===== config.mk =====
export PLATFORM = sky130hd
export DESIGN_NAME = display_scheduler
export DESIGN_NICKNAME = d
export VERILOG_FILES = /design/src/rtl/display_scheduler.sv
export SDC_FILE = /design/constraint.sdc
export NUM_CORES = 1
export LEC_CHECK = 0
export ABC_AREA = 1
export BUFFER_PORTS_ARGS = -buffer_cell sky130_fd_sc_hd__buf_2
export CAP_MARGIN = 20
export CORE_MARGIN = 4
export CORE_UTILIZATION = 42
export DETAILED_ROUTE_END_ITERATION = 16
export PLACE_DENSITY = 0.64
export SLEW_MARGIN = 20
export SYNTH_ARGS = -nofsm -noshare
export SYNTH_HDL_FRONTEND = slang
export SYNTH_SLANG_ARGS = --single-unit
export TNS_END_PERCENT = 20

===== constraint.sdc =====
create_clock -name clk -period 2.3 [get_ports clk]
set_input_delay 0.23 -clock clk [delete_from_list [all_inputs] [get_ports clk]]
set_output_delay 0.23 -clock clk [all_outputs]
set_load 0.03 [all_outputs]

===== src/rtl/display_scheduler.sv =====
// rtl/display_scheduler.sv - round-robin scheduler that time-multiplexes four metric slots onto one display
module display_scheduler #(
   parameter int TICKS_PER_SEC = 100000000,
   parameter int DWELL_SEC     = 2,
   parameter int SEC_W         = 8
) (
   input  logic        clk,
   input  logic        reset,
   input  logic        start,
   input  logic        hold,
   input  logic        next_btn,
   input  logic [3:0]  slot_en,
   input  logic [3:0]  alt_mask,
   input  logic [15:0] val0,
   input  logic [15:0] val1,
   input  logic [15:0] val2,
   input  logic [15:0] val3,
   output logic [15:0] seg_val,
   output logic        seg_alt,
   output logic [1:0]  cur_slot,
   output logic        slot_change
);

   localparam int PW = (TICKS_PER_SEC > 1) ? $clog2(TICKS_PER_SEC) : 1;

   localparam logic [1:0] ST_IDLE = 2'd0;
   localparam logic [1:0] ST_RUN  = 2'd1;
   localparam logic [1:0] ST_HOLD = 2'd2;

   logic [1:0]      r_slot;
   logic [15:0]     r_seg_val;
   logic            r_seg_alt;
   logic            r_slot_change;
   logic [PW-1:0]   r_presc;
   logic [SEC_W-1:0] r_sec;
   logic            r_btn_s1;
   logic            r_btn_s2;
   logic            r_btn_prev;

   logic [1:0]      w_state;
   logic [3:0]      w_eff_en;
   logic [1:0]      w_next;
   logic            w_tick;
   logic            w_dwell_done;
   logic            w_btn_edge;
   logic            w_forced;
   logic            w_adv;
   logic [15:0]     w_val_sel;

   always_comb begin
      w_state = ST_IDLE;
      if (start)
         w_state = hold ? ST_HOLD : ST_RUN;
   end

   // An all-zero mask falls back to slot 0 so the display never goes blank.
   assign w_eff_en = (slot_en == 4'b0000) ? 4'b0001 : slot_en;

   // Descending scan so the nearest enabled slot after the current one wins.
   always_comb begin
      w_next = r_slot;
      for (int k = 3; k >= 1; k--) begin
         if (w_eff_en[r_slot + 2'(k)])
            w_next = r_slot + 2'(k);
      end
   end

   assign w_tick       = (w_state == ST_RUN) && (r_presc == PW'(TICKS_PER_SEC - 1));
   assign w_dwell_done = w_tick && (r_sec == SEC_W'(DWELL_SEC - 1));
   assign w_btn_edge   = r_btn_s2 & ~r_btn_prev;
   assign w_forced     = ~w_eff_en[r_slot];
   assign w_adv        = w_forced | w_btn_edge | w_dwell_done;

   always_comb begin
      case (r_slot)
         2'd0:    w_val_sel = val0;
         2'd1:    w_val_sel = val1;
         2'd2:    w_val_sel = val2;
         default: w_val_sel = val3;
      endcase
   end

   always_ff @(posedge clk or posedge reset) begin
      if (reset) begin
         r_btn_s1   <= 1'b0;
         r_btn_s2   <= 1'b0;
         r_btn_prev <= 1'b0;
      end else begin
         r_btn_s1   <= next_btn;
         r_btn_s2   <= r_btn_s1;
         r_btn_prev <= r_btn_s2;
      end
   end

   // Any advance source restarts the dwell from zero; HOLD simply freezes both counters.
   always_ff @(posedge clk or posedge reset) begin
      if (reset) begin
         r_slot        <= 2'd0;
         r_slot_change <= 1'b0;
         r_presc       <= '0;
         r_sec         <= '0;
      end else begin
         r_slot_change <= w_adv && (w_next != r_slot);
         if (w_adv) begin
            r_slot  <= w_next;
            r_presc <= '0;
            r_sec   <= '0;
         end else if (w_state == ST_IDLE) begin
            r_presc <= '0;
            r_sec   <= '0;
         end else if (w_state == ST_RUN) begin
            if (w_tick) begin
               r_presc <= '0;
               r_sec   <= r_sec + SEC_W'(1);
            end else begin
               r_presc <= r_presc + PW'(1);
            end
         end
      end
   end

   always_ff @(posedge clk or posedge reset) begin
      if (reset) begin
         r_seg_val <= 16'h0000;
         r_seg_alt <= 1'b0;
      end else begin
         r_seg_val <= w_val_sel;
         r_seg_alt <= alt_mask[r_slot];
      end
   end

   assign seg_val     = r_seg_val;
   assign seg_alt     = r_seg_alt;
   assign cur_slot    = r_slot;
   assign slot_change = r_slot_change;

endmodule


Yosys cells after proc, flatten, opt, wreduce, memory -nomap -nowiden
Index checks and enable logic that the tools add are counted.

Add/subtract/negate cells: 5. Multipliers: 0. Div/mod/pow operators: 0. $lt $le $gt $ge: 4. Equality and inequality tests: 6. Shifts and indexed selects: 0. Multiplexer cells: 25. Bitwise gates (word level): 5. Reductions and logical operators: 9.

Operator list (count): 27-bit two-way mux (4); 16-bit one-hot mux with 3 select lines (1); 8-bit two-way mux (4); 27-bit by 1-bit adder with 27-bit output, second input constant (1); 27-bit == test, second input constant (1); 2-bit by 3-bit less-than comparator with 1-bit output, second input constant (4); 1-bit binary-select mux with 2-bit select (5); 2-bit two-way mux (5); 8-bit by 1-bit adder with 8-bit output, second input constant (1); 8-bit by 1-bit == test with 1-bit output, second input constant (1); 3-bit nonzero test (2); 1-bit two-way mux (5); 2-bit adder, second input constant (2); 2-bit by 1-bit == test with 1-bit output, second input constant (2); 2-bit zero test (2); 4-bit zero test (1); 4-bit two-way mux (1); 1-bit logical AND (3); 2-bit by 1-bit adder with 2-bit output, second input constant (1); 2-bit == test, second input constant (1); 2-bit inequality test (1); 1-bit NOT (2); 1-bit OR (2); 2-bit AND reduction (1); 1-bit bitwise AND (1).

Register bits: 58. Latch bits: 0. RAM bits: 0. Memory bits (read-only): 0. Input bits: 77. Word-level logic and storage cells: 63. Memories kept: 0.

Logic depth before layout (Yosys ltp)
Depth after elaboration: 9. Mapped depth: 11. Gate-level depth less buffers: 11.

Worst setup path after synthesis
OpenSTA, ideal clock, no wires.

Kind: reg2reg. From: reg r_slot[1], in the netlist cur_slot[1]. To: reg r_seg_val[10], in the netlist seg_val[10]. Setup time: 0.132 ns. Arrival: 1.732 ns. Data required time: 2.168 ns. Setup slack: 0.436 ns. Stages on the path, launching flop included: 8. Path buffers: 2. Clock period less this slack: 1.864 ns. Cell sequence: dfrtp_1 -> inv_1 -> ha_1 -> clkbuf_1 -> clkbuf_1 -> a22o_1 -> a21oi_1 -> o21ai_1.

Longest elaborated chain between the ends: 2. Elaborated cells between the ends (all ways): 4. Those cells by class: eq/ne: 2; mux: 1; reduce/logical: 1.

RTL lines: start, declared (RTL line 30) `logic [1:0] r_slot;`; start signal, assigned (RTL line 105) `r_slot <= w_next;`; 2-bit == test, or another cell as far along (RTL line 75) `case (r_slot)`; 16-bit one-hot mux with 3 select lines (*) (RTL line 75); net w_val_sel[10] (RTL line 48) `logic [15:0] w_val_sel;`; end signal, assigned (RTL line 127) `r_seg_val <= w_val_sel;`; end, declared (RTL line 31) `logic [15:0] r_seg_val;`.

Mark *: on every way through the listed nets, which the timed path passes. The rest lies on a longest branch. A chain may end at the register's enable or synchronous reset.

Worst setup path in the final report
From: reg r_presc[0]. To: reg r_presc[24].

Longest elaborated chain between the ends: 6. Elaborated cells between the ends (all ways): 10. Those cells by class: add/sub: 1; eq/ne: 1; mux: 4; bitwise: 1; reduce/logical: 3.

RTL lines: start, declared (RTL line 34) `logic [PW-1:0] r_presc;`; start signal, assigned (RTL line 116) `r_presc <= r_presc + PW'(1);`; parallel branches: the longest is 6 deep, another holds 27-bit by 1-bit adder with 27-bit output.

Parallel ways; which one is timed is not known. The select of a mux whose other input is x is not followed.

==> flow_summary.ini <==
[outcome]
status = finished, final reports clean

[pwr]
ir_worst_vdd_v = 0.000710
power_mw = 4.43
leakagePower_nw = 2.33
p_per_area_nw_per_um2 = 932

[clock_network]
htree_levels = 3
cts_root_buf = clkbuf_8
cts_buffer_depth = 2
clock_latency_ns = 0.35
cts_sinks = 58
cts-buffers-inserted = 9
cts_tree = yes
path_clk_slew_ns = 0.07

[synth]
synthTopCellsByArea = dfrtp_1 (37%), nand2_1 (19%), nand3_1 (8.9%)
yosys_warnings = 0
synth.largest_area_cell = dfrtp_1
synth_top_family_by_area = simple AND/OR/NAND/NOR gates
seq_area_frac_synth_pct = 36.9
synth_nets = 661
synthesis.area_sq_um = 3930
ys_types = 33
synth_compound_area_share_pct = 10.1
muxShareOfSynthArea_pct = 0
synth_fa_ha_area_share_pct = 2.23
yosys.area_share.simple_pct = 40.7
netlist.area_leader.share_pct = 36.9
synth_xor_xnor_area_share_pct = 2.45
synthCells = 577
synth_seq_cells = 58
syn_area_per_cell_sq_um = 6.81

[worst_setup_path]
startpoint_type = register
timing.rr.start = r_presc[0]
cp-startpoint = r_presc[0]
path_max_fanout = 23
critical_path_class = register to register
crit_required_ns = 2.54
worst_ep_arrival_time_ns = 2.28
end_kind = register

[place]
postPlaceCellArea_sq_um = 4480
numPlacedInstances = 770
portBuffers = 96
gp_congestion = 0.961
dp_hpwl_um = 8020

[sta]
max_clock_freq_ghz = 0.490
hold_viol_final = 0
rsz0062_at_grt = no
period_share_pct = 88.8
worst_slew_margin_rel_pct = 54.7
fin_setup_tns_ns = 0
worstMarginPinSlew_ns = 0.679
fin_skew_ns = 0.00822
setup_viol = 0
min_period_ns = 2.04
drv_slew = 0

[route]
wl_um = 10700
drc = 0
drt_iter0_drc = 197
vias = 3994
first_pass_iters = 5
wl_per_cell_um = 13.6
vias_per_cell = 5.07
ant_nets = 0

[layout]
drive_above_1_share_pct = 21.1
layout_common_cells = nand2_1 (197), buf_2 (96), nor2_1 (78), nand3_1 (70), dfrtp_1 (58)
fillers = 906
area_growth_pct = 20.9
final_nets = 756
stdcell_count = 788
final_area_sq_um = 4750
antenna_cells = 0
final_common_cell = nand2_1

[run]
drv_cap = 0

[floorplanning]
rows = 35
initial_core_util_pct = 42.9
io_pins = 97
die-area_sq_um = 11000
die_h_um = 105
core_region_area_sq_um = 9150
die_w_um = 105

[global_route]
grt_overflow = 0
grt_antenna_before_repair = 0
grt_usage_pct = 20.1
grt_pass1_wl_um = 18000
grt_pass1_vias = 3749
grt_max_degree = 33

[min_path]
min_from = val3[13]
hold_class = primary input to register
## critical path: stages, from the launching register on
cell,delay (ns)
dfrtp_1,0.43
ha_1,0.30
inv_2,0.08
nor2_4,0.18
nand2_2,0.12
clkinv_2,0.09
nand4_2,0.12
nand2_4,0.20
inv_2,0.22
nand3_1,0.15
nand2_1,0.06
## cells by family (layout without fill, tap and decap cells)
kind of cell / count (synthesis) / count (layout)
AO/OA/AOI/OAI: 63 / 63
XOR/XNOR: 11 / 11
adder cells (fa/ha/maj): 7 / 7
buffers and inverters: 65 / 165
flip-flops: 58 / 58
AND/OR/NAND/NOR: 373 / 373
## cell usage after synthesis
master / instances
a21oi_1: 17
a21oi_4: 1
a22o_1: 16
buf_2: 3
buf_4: 1
buf_6: 6
clkbuf_1: 11
clkinv_2: 2
dfrtp_1: 58
ha_1: 7
inv_1: 38
inv_2: 4
nand2_1: 197
nand2_2: 2
nand2_4: 1
nand3_1: 70
nand3_2: 3
nand3_4: 1
nand4_1: 5
nand4_2: 1
nor2_1: 78
nor2_2: 4
nor2_4: 1
nor3_1: 3
nor3b_1: 5
o21ai_0: 20
o21ai_1: 5
o21ai_2: 1
o21bai_1: 2
o22ai_1: 1
or2_2: 2
xnor2_1: 3
xor2_1: 8
## area by class of cell
class	instances	area [sq um]	area share, %
well taps	111	139	2.92
multi-input cells	454	2180	45.9
clock inverters	6	113	2.37
clock buffers	10	138	2.90
flip-flops and latches	58	1450	30.5
repair buffers	105	566	11.9
inverters	44	168	3.53
## sequential cells by signal (all words and copies together), names as in the netlist
register / count
slot_change: 1
r_btn_s2: 1
cur_slot: 2
r_presc: 27
seg_val: 16
r_sec: 8
r_btn_s1: 1
r_btn_prev: 1
seg_alt: 1
## path summary, 6_finish.rpt
kind / endpoint / slack (ns) / cells after the start
worst max-delay path: r_presc[24] / 0.26 / 10
worst min-delay path: seg_val[13] / 0.08 / 3
worst max register to register: r_presc[24] / 0.26 / 10
worst min register to register: r_btn_s2 / 0.35 / 0
max in group asynchronous: r_presc[4] / 1.17 / 4
min in group asynchronous: seg_val[5] / 0.54 / 3
## power breakdown
part           total [mW]  leakage [nW]  switching [mW]  internal [mW]
sequential           1.33         0.768           0.110           1.22
combinational        1.91          1.44            1.31          0.604
clock                1.19         0.127           0.440          0.752
## per-layer routing
metal	track usage [%]	vias up	wire length, um	share of wire [%]
met4	6.75	0	152	1.4
met2	31.4	155	4890	46
li1	-	2053	-	-
met5	0	-	0	0
met1	27.2	1774	4820	45
met3	5.00	12	875	8.1
## stage by stage
step                util [%]  hold slack [ns]  setup WS [ns]
finish                  51.9           0.0835          0.257
global route            51.9           0.0813         0.0298
CTS                     51.9           0.0676          0.249
detailed placement      49.0            0.336          0.261
global placement        49.0            0.336          0.346
floorplan                  -            0.261          0.436
## repair_timing
action	4_1_cts	5_1_grt
hold endpoints to repair	10	0
setup buffers	0	0
hold buffers	2	0
resized for setup	0	0
No activity file was read; power rests on OpenSTA's default activity.
